## src/rtl/trace_drain.sv

```systemverilog
// Trace FIFO drain: pops one 7-word hart trace record, buffers it locally and
// streams it as 7 beats on a 32-bit valid/ready port, tracking drained records and index gaps.
module trace_drain #(
  parameter int unsigned LOST_W = 16,
  parameter int unsigned REC_W  = 32
) (
  input  logic              clk,
  input  logic              rst,
  input  logic              enable,
  input  logic              clr_stats,
  input  logic              fifo_rd_empty,
  output logic              fifo_rd_en,
  input  logic [31:0]       fifo_index,
  input  logic [31:0]       fifo_pc,
  input  logic [31:0]       fifo_code,
  input  logic [31:0]       fifo_ra,
  input  logic [31:0]       fifo_sp,
  input  logic [31:0]       fifo_a0,
  input  logic [31:0]       fifo_t0,
  output logic              m_valid,
  input  logic              m_ready,
  output logic [31:0]       m_data,
  output logic              m_last,
  output logic [2:0]        m_word,
  output logic              busy,
  output logic [REC_W-1:0]  rec_cnt,
  output logic [LOST_W-1:0] lost_cnt,
  output logic              lost_flag
);

  localparam int unsigned DATA_W  = 32;
  localparam int unsigned NWORDS  = 7;
  localparam int unsigned WORD_W  = 3;
  localparam logic [WORD_W-1:0] LAST_WORD = WORD_W'(NWORDS - 1);
  localparam logic [LOST_W-1:0] LOST_MAX  = '1;

  typedef enum logic [1:0] {
    IDLE  = 2'd0,
    POP   = 2'd1,
    LATCH = 2'd2,
    SEND  = 2'd3
  } state_t;

  state_t              state_q, state_d;
  logic [WORD_W-1:0]   word_q, word_d;
  logic [DATA_W-1:0]   rec_q [NWORDS];
  logic [DATA_W-1:0]   fifo_vec [NWORDS];
  logic [DATA_W-1:0]   prev_index_q;
  logic                have_prev_q;

  logic                fifo_rd_en_d, busy_d, m_valid_d, m_last_d;
  logic [DATA_W-1:0]   m_data_d;
  logic [WORD_W-1:0]   m_word_d;

  logic                beat_hs, rec_done, gap;
  logic [DATA_W-1:0]   next_index, missing;
  logic [DATA_W:0]     lost_sum;
  logic [LOST_W-1:0]   lost_sat;

  // FIFO outputs in stream order
  always_comb begin
    fifo_vec[0] = fifo_index;
    fifo_vec[1] = fifo_pc;
    fifo_vec[2] = fifo_code;
    fifo_vec[3] = fifo_ra;
    fifo_vec[4] = fifo_sp;
    fifo_vec[5] = fifo_a0;
    fifo_vec[6] = fifo_t0;
  end

  assign beat_hs  = (state_q == SEND) && m_ready;
  assign rec_done = beat_hs && (word_q == LAST_WORD);

  // Index gap detection; missing count accumulates modulo 2^32 then saturates
  always_comb begin
    next_index = prev_index_q + 32'd1;
    missing    = fifo_index - prev_index_q - 32'd1;
    gap        = (state_q == LATCH) && have_prev_q && (fifo_index != next_index);
    lost_sum   = (DATA_W + 1)'(lost_cnt) + (DATA_W + 1)'(missing);
    lost_sat   = (lost_sum > (DATA_W + 1)'(LOST_MAX)) ? LOST_MAX : lost_sum[LOST_W-1:0];
  end

  // Next-state and next-output decode
  always_comb begin
    state_d = state_q;
    word_d  = word_q;
    case (state_q)
      IDLE:  if (enable && !fifo_rd_empty) state_d = POP;
      POP:   state_d = LATCH;
      LATCH: begin
        state_d = SEND;
        word_d  = '0;
      end
      SEND: begin
        if (beat_hs) begin
          if (word_q == LAST_WORD) begin
            state_d = IDLE;
            word_d  = '0;
          end else begin
            word_d = word_q + WORD_W'(1);
          end
        end
      end
      default: state_d = IDLE;
    endcase

    fifo_rd_en_d = (state_d == POP);
    busy_d       = (state_d != IDLE);
    m_valid_d    = (state_d == SEND);
    m_last_d     = (state_d == SEND) && (word_d == LAST_WORD);
    m_word_d     = (state_d == SEND) ? word_d : '0;
    m_data_d     = '0;
    if (state_q == LATCH) begin
      m_data_d = fifo_index;
    end else if (state_d == SEND) begin
      m_data_d = rec_q[word_d];
    end
  end

  // Control state and registered outputs
  always_ff @(posedge clk or posedge rst) begin
    if (rst) begin
      state_q    <= IDLE;
      word_q     <= '0;
      fifo_rd_en <= 1'b0;
      busy       <= 1'b0;
      m_valid    <= 1'b0;
      m_last     <= 1'b0;
      m_word     <= '0;
      m_data     <= '0;
    end else begin
      state_q    <= state_d;
      word_q     <= word_d;
      fifo_rd_en <= fifo_rd_en_d;
      busy       <= busy_d;
      m_valid    <= m_valid_d;
      m_last     <= m_last_d;
      m_word     <= m_word_d;
      m_data     <= m_data_d;
    end
  end

  // Record buffer and last-seen index; buffer isolates the record from FIFO overwrites
  always_ff @(posedge clk or posedge rst) begin
    if (rst) begin
      for (int i = 0; i < int'(NWORDS); i++) rec_q[i] <= '0;
      prev_index_q <= '0;
      have_prev_q  <= 1'b0;
    end else if (state_q == LATCH) begin
      for (int i = 0; i < int'(NWORDS); i++) rec_q[i] <= fifo_vec[i];
      prev_index_q <= fifo_index;
      have_prev_q  <= 1'b1;
    end
  end

  // Statistics; a clear wins over any same-cycle update
  always_ff @(posedge clk or posedge rst) begin
    if (rst) begin
      rec_cnt   <= '0;
      lost_cnt  <= '0;
      lost_flag <= 1'b0;
    end else if (clr_stats) begin
      rec_cnt   <= '0;
      lost_cnt  <= '0;
      lost_flag <= 1'b0;
    end else begin
      if (rec_done) rec_cnt <= rec_cnt + REC_W'(1);
      if (gap) begin
        lost_cnt  <= lost_sat;
        lost_flag <= 1'b1;
      end
    end
  end

endmodule

```

## config.mk

```make
export PLATFORM = sky130hd
export DESIGN_NAME = trace_drain
export DESIGN_NICKNAME = d
export VERILOG_FILES = /design/src/rtl/trace_drain.sv
export SDC_FILE = /design/constraint.sdc
export NUM_CORES = 1
export LEC_CHECK = 0
export ABC_AREA = 0
export CAP_MARGIN = 20
export CORE_ASPECT_RATIO = 0.8
export CORE_MARGIN = 2
export CORE_UTILIZATION = 54
export DETAILED_ROUTE_END_ITERATION = 7
export PLACE_DENSITY = 0.92
export SETUP_SLACK_MARGIN = 0.4
export SYNTH_ARGS = -nofsm -noshare
export SYNTH_HDL_FRONTEND = slang
export SYNTH_SLANG_ARGS = --single-unit
```

## constraint.sdc

```tcl
create_clock -name clk -period 16.9 [get_ports clk]
set_clock_uncertainty 0.2 [all_clocks]
set_input_delay 4.225 -clock clk [delete_from_list [all_inputs] [get_ports clk]]
set_output_delay 4.225 -clock clk [all_outputs]
set_load 0.05 [all_outputs]
```

== Yosys cells after proc, flatten, opt, wreduce, memory -nomap -nowiden ==
Index checks and enable logic that the tools add are counted.
Operators by class
  $add $sub $neg: 6
  magnitude comparators: 2
  eq/ne operators: 8
  multiplexer cells: 20
  bitwise gates (word level): 1
  reduce and logical (&&, ||, !) cells: 11
Operator list (number)
  32-bit two-way mux: 6
  32-bit binary-select mux with 3-bit select: 1
  32-bit by 1-bit adder with 32-bit output, second input constant: 2
  16-bit two-way mux: 3
  16-bit by 32-bit adder with 33-bit output: 1
  33-bit by 16-bit greater-than comparator with 1-bit output, second input constant: 1
  32-bit != test: 1
  32-bit by 1-bit subtractor with 32-bit output, second input constant: 1
  32-bit subtractor: 1
  3-bit two-way mux: 3
  2-bit one-hot mux with 4 select lines: 1
  2-bit equality test, second input constant: 3
  3-bit equality test, second input constant: 2
  1-bit logical AND: 6
  2-bit two-way mux: 3
  3-bit one-hot mux with 2 select lines: 1
  2-bit nonzero test: 3
  2-bit by 1-bit equality test with 1-bit output, second input constant: 2
  4-bit >= comparator, second input constant: 1
  3-bit inverter with 4-bit output: 1
  3-bit by 1-bit adder with 3-bit output, second input constant: 1
  2-bit zero test: 1
  1-bit two-way mux: 2
  1-bit zero test: 1
Word-level totals
  bits in registers: 318
  bits of input ports: 230
  output and inout bits: 88

== Longest topological paths before layout ==
  word-level depth: 10
  gate-level depth with buffers: 22
  gate-level depth less buffers: 20

== Least setup slack after synthesis ==
OpenSTA, ideal clock, no wires.
  path kind: in2reg
  start point: input port fifo_index[0]
  end point: register lost_cnt[2]
  setup time: 0.143 ns
  arrival: 8.403 ns
  data required time: 16.557 ns
  setup slack: 8.155 ns
  stages on the path: 20
  path buffers: 1
  cells stage by stage: ha_1 fa_1 a21o_1 a221o_1 a21o_1 a21oi_1 xnor2_1 ha_1 and3_1 and4_1 o31ai_1 o21a_1 o21ai_0 nand2_1 and3b_1 nand3_1 o31ai_1 o2111a_2 buf_8 a211oi_2
On the way
  word-level cells in the longest chain between the ends: 7
  elaborated cells on any way between the ends: 10
  those cells by class: add/sub (3); order compare (1); eq/ne (1); mux (3); reduce/logical (2)
RTL lines
  start: declaration: line 13  | input logic [31:0] fifo_index,
  32-bit subtractor: line 77  | missing = fifo_index - prev_index_q - 32'd1;
  32-bit by 1-bit subtractor with 32-bit output: line 77
  16-bit by 32-bit adder with 33-bit output: line 79  | lost_sum = (DATA_W + 1)'(lost_cnt) + (DATA_W + 1)'(missing);
  33-bit by 16-bit greater-than comparator with 1-bit output: line 80  | lost_sat = (lost_sum > (DATA_W + 1)'(LOST_MAX)) ? LOST_MAX : lost_sum[LOST_W-1:0];
  16-bit two-way mux: line 80
  16-bit two-way mux: line 168  | if (gap) begin
  16-bit two-way mux: line 162  | end else if (clr_stats) begin
  end signal: assignment: line 169  | lost_cnt <= lost_sat;
  end: declaration: line 27  | output logic [LOST_W-1:0] lost_cnt,
Parallel ways exist; a longest one is shown, timed or not. The select of a mux whose other input is x is not followed.
A chain may end at the register's enable or synchronous reset.

== Worst setup path after layout ==
  start point: input port fifo_index[0]
  end point: register lost_cnt[14]
Same word-level chain as after synthesis.

==> results.py <==
metrics = {
    "logic_synthesis": {
        "yosysMostFrequentCell": "nand2_1",
        "ys.warnings.count": 0,
        "synth_enable_flop_cells": 0,
        "synthFlopType": "dfrtp_1",
        "syn_nets": 2546,
        "synth_top_area_share_pct": 44.2,
        "syn_avg_cell_area_um2": 7.96,
        "seq_area_frac_synth_pct": 44.2,
        "synthArstFlopShare_pct": 100,
        "ys_top_cells_by_count": "nand2_1, dfrtp_1, a21oi_1",
        "synth.area.top_cells": "dfrtp_1, nand2_1, a21oi_1",
        "synth_area_um2": 18000,
        "netlist_instances": 2263,
        "synth_area_leader_cell": "dfrtp_1",
        "ys_seq_elements": 318,
        "synthDistinctLibCells": 73,
    },
    "sta": {
        "hold_viol_final": 0,
        "fin_ws_ns": 7.41,
        "tightestPinTransition_ns": 1.11,
        "relSlewSlack_pct": 26.0,
        "hold_slack_ns": 0.266,
        "rsz0062_at_grt": "false",
        "min_period_ns": 9.49,
        "slew_viol_final": 0,
        "fmax_mhz": 105,
        "fin_tns_setup_ns": 0,
        "period_share_pct": 56.2,
        "setup_viol": 0,
    },
    "route": {
        "first_pass_iters": 6,
        "vias_per_cell": 5.96,
        "drcViolationCount": 0,
        "routedWlPerCell_um": 19.4,
        "ant_nets": 0,
        "drt-total-wl_um": 57200,
        "vias": 17600,
        "drt_iter0_markers": 1912,
    },
    "floorplanning": {
        "die_y_um": 167,
        "ioPinCount": 318,
        "coreArea_um2": 32700,
        "die_x_um": 208,
        "std_cell_rows": 59,
        "dieArea_um2": 34900,
        "initial_core_util_pct": 55.1,
    },
    "pwr": {
        "power_mw": 4.43,
        "intPower_mw": 2.34,
        "combPwrFrac_pct": 54.2,
        "p_sw_share_pct": 47.3,
        "ir_drop_v": 0.000171,
        "pwr-share-seq_pct": 30.1,
        "p_sw_mw": 2.10,
        "clkPwrFrac_pct": 15.7,
        "power.density_nw_per_um2": 197,
        "p_leak_nw": 10.1,
    },
    "grt": {
        "grtUsageTotal_pct": 32.3,
        "grt_pass1_wl_um": 90600,
        "grt_max_degree": 256,
        "grt_antenna_before_repair": 1,
        "overflow": 0,
        "grt_pass1_vias": 17000,
    },
    "flow_run": {
        "max_cap_viol_count": 0,
    },
    "placement": {
        "finalWeightedCongestion": 0.917,
        "place_area_um2": 21400,
        "dpl.cell_count": 2897,
        "hpwlAfterDp_um": 40200,
        "port_buffers": 317,
        "place_ws_ns": 6.90,
    },
    "cts": {
        "clkTransAtPathRegs_ns": 0.06,
        "cts_buffer_depth": 3,
        "cts_tree": "done",
        "cts_buffers": 31,
        "clock_sinks": 318,
        "clk_latency_ns": 0.59,
        "htreeDepth": 1,
        "cts_resized": 0,
        "post_cts_buffers": 0,
        "postCtsHoldBufs": 0,
        "clk_root_buffer_cell": "clkbuf_16",
    },
    "setup_path": {
        "critPathCaptureType": "flip-flop",
        "startpoint_type": "input port",
        "critical_path_class": "in -> reg",
        "critPathMaxFanout": 16,
        "arrival_ns": 9.68,
        "critical_path_required_ns": 17.09,
    },
    "finish": {
        "drive_gt1_share_pct": 3.88,
        "diodes": 0,
        "nets": 2788,
        "final_area_um2": 22400,
        "stdcell_count": 2953,
        "fin_util_pct": 68.6,
        "area_growth_pct": 24.6,
    },
    "worst_hold_path": {
        "hold_path_class": "reg -> reg",
    },
    "outcome": {
        "status": "complete, no violations",
    },
}
per-layer routing:
metal	track usage, %	share of wire [%]	up-vias
li1	-	-	8117
met1	44.3	41	8545
met2	53.2	47	834
met3	4.91	8.1	111
met4	9.92	3.2	0
met5	0	0	-
sequential cells by signal, indices dropped and copies added (netlist names), 2 cells and up:
register and cells:
prev_index_q 32, m_word 3, lost_cnt 16, word_q 3
rec_cnt 32, rec_q 192, state_q 2, m_data 32
cells by family after synthesis:
kind of cell | share of synthesized area [%]
mux | 0.681
compound gates | 16.1
simple gates | 26.4
buf+inv | 3.81
flops | 44.2
xor+xnor | 5.15
fa+ha+maj | 3.76
critical path: stages:
cell	delay, ns
clkdlybuf4s50_1	0.43
ha_1	0.26
fa_1	0.41
a21o_1	0.21
a221o_1	0.45
a21o_1	0.23
a21oi_1	0.18
xnor2_1	0.11
ha_1	0.37
and3_1	0.20
and4_1	0.22
o31ai_1	0.08
o21a_1	0.25
o21ai_0	0.46
nand2_1	0.20
and3b_1	0.34
nand3_1	0.10
o31ai_1	0.26
o2111a_2	0.55
a211oi_1	0.14
final cells by class:
class                           instances  area (um^2)
Clock buffer                           43          881
Clock inverter                         11          119
Fill cell                            2513        10300
Inverter                               57          224
Multi-Input combinational cell       1768         9420
Sequential cell                       318         7960
Tap cell                              427          534
Timing Repair Buffer                  329         3310
power by group through the flow:
| stage | combinational (mW) | clock (mW) | sequential, mW |
|---|---|---|---|
| 6_report | 2.40 | 0.694 | 1.34 |
| 5_1_grt | 2.65 | 0.730 | 1.37 |
| 4_1_cts | 2.38 | 0.700 | 1.32 |
| 3_5_place_dp | 2.34 | 0 | 1.33 |
| 3_3_place_gp | 2.30 | 0 | 1.31 |
| 2_1_floorplan | 1.54 | 0 | 1.44 |
worst paths after layout:
path	start	endpoint	slack [ns]	cells after the start
min in group asynchronous	rst	rec_q[63]	3.77	2
max	fifo_index[0]	lost_cnt[14]	7.41	20
max reg2reg	prev_index_q[0]	lost_cnt[14]	10.90	20
min	have_prev_q	have_prev_q	0.27	1
max in group asynchronous	rst	rec_q[187]	10.82	4
min reg2reg	have_prev_q	have_prev_q	0.27	1
layout by cell type (no fill, tap or decap), types with 6 or more instances in the layout:
cell type / synthesis / routed
o21ai_0: 107 / 107
and2_1: 18 / 18
and4_1: 10 / 10
a211oi_1: 44 / 44
a21o_1: 18 / 17
clkbuf_16: 0 / 31
nor2_1: 157 / 156
nand2_1: 800 / 800
a211oi_2: 11 / 11
clkbuf_1: 101 / 6
clkbuf_8: 0 / 6
xnor2_1: 45 / 45
nand4_1: 29 / 29
buf_4: 0 / 9
nand4b_1: 6 / 6
nor3_1: 13 / 13
inv_1: 57 / 55
xor2_1: 59 / 59
o21bai_1: 6 / 6
ha_1: 51 / 51
mux2i_1: 10 / 10
and3_1: 15 / 15
dfrtp_1: 318 / 318
clkdlybuf4s50_1: 0 / 316
a31oi_1: 45 / 45
a21oi_1: 161 / 159
nand3_1: 36 / 36
nor4_1: 12 / 12
o211ai_1: 11 / 11
or3_1: 11 / 11
o21a_1: 8 / 8
o31ai_1: 9 / 9
Note: power is estimated with default switching activity, not from simulation.
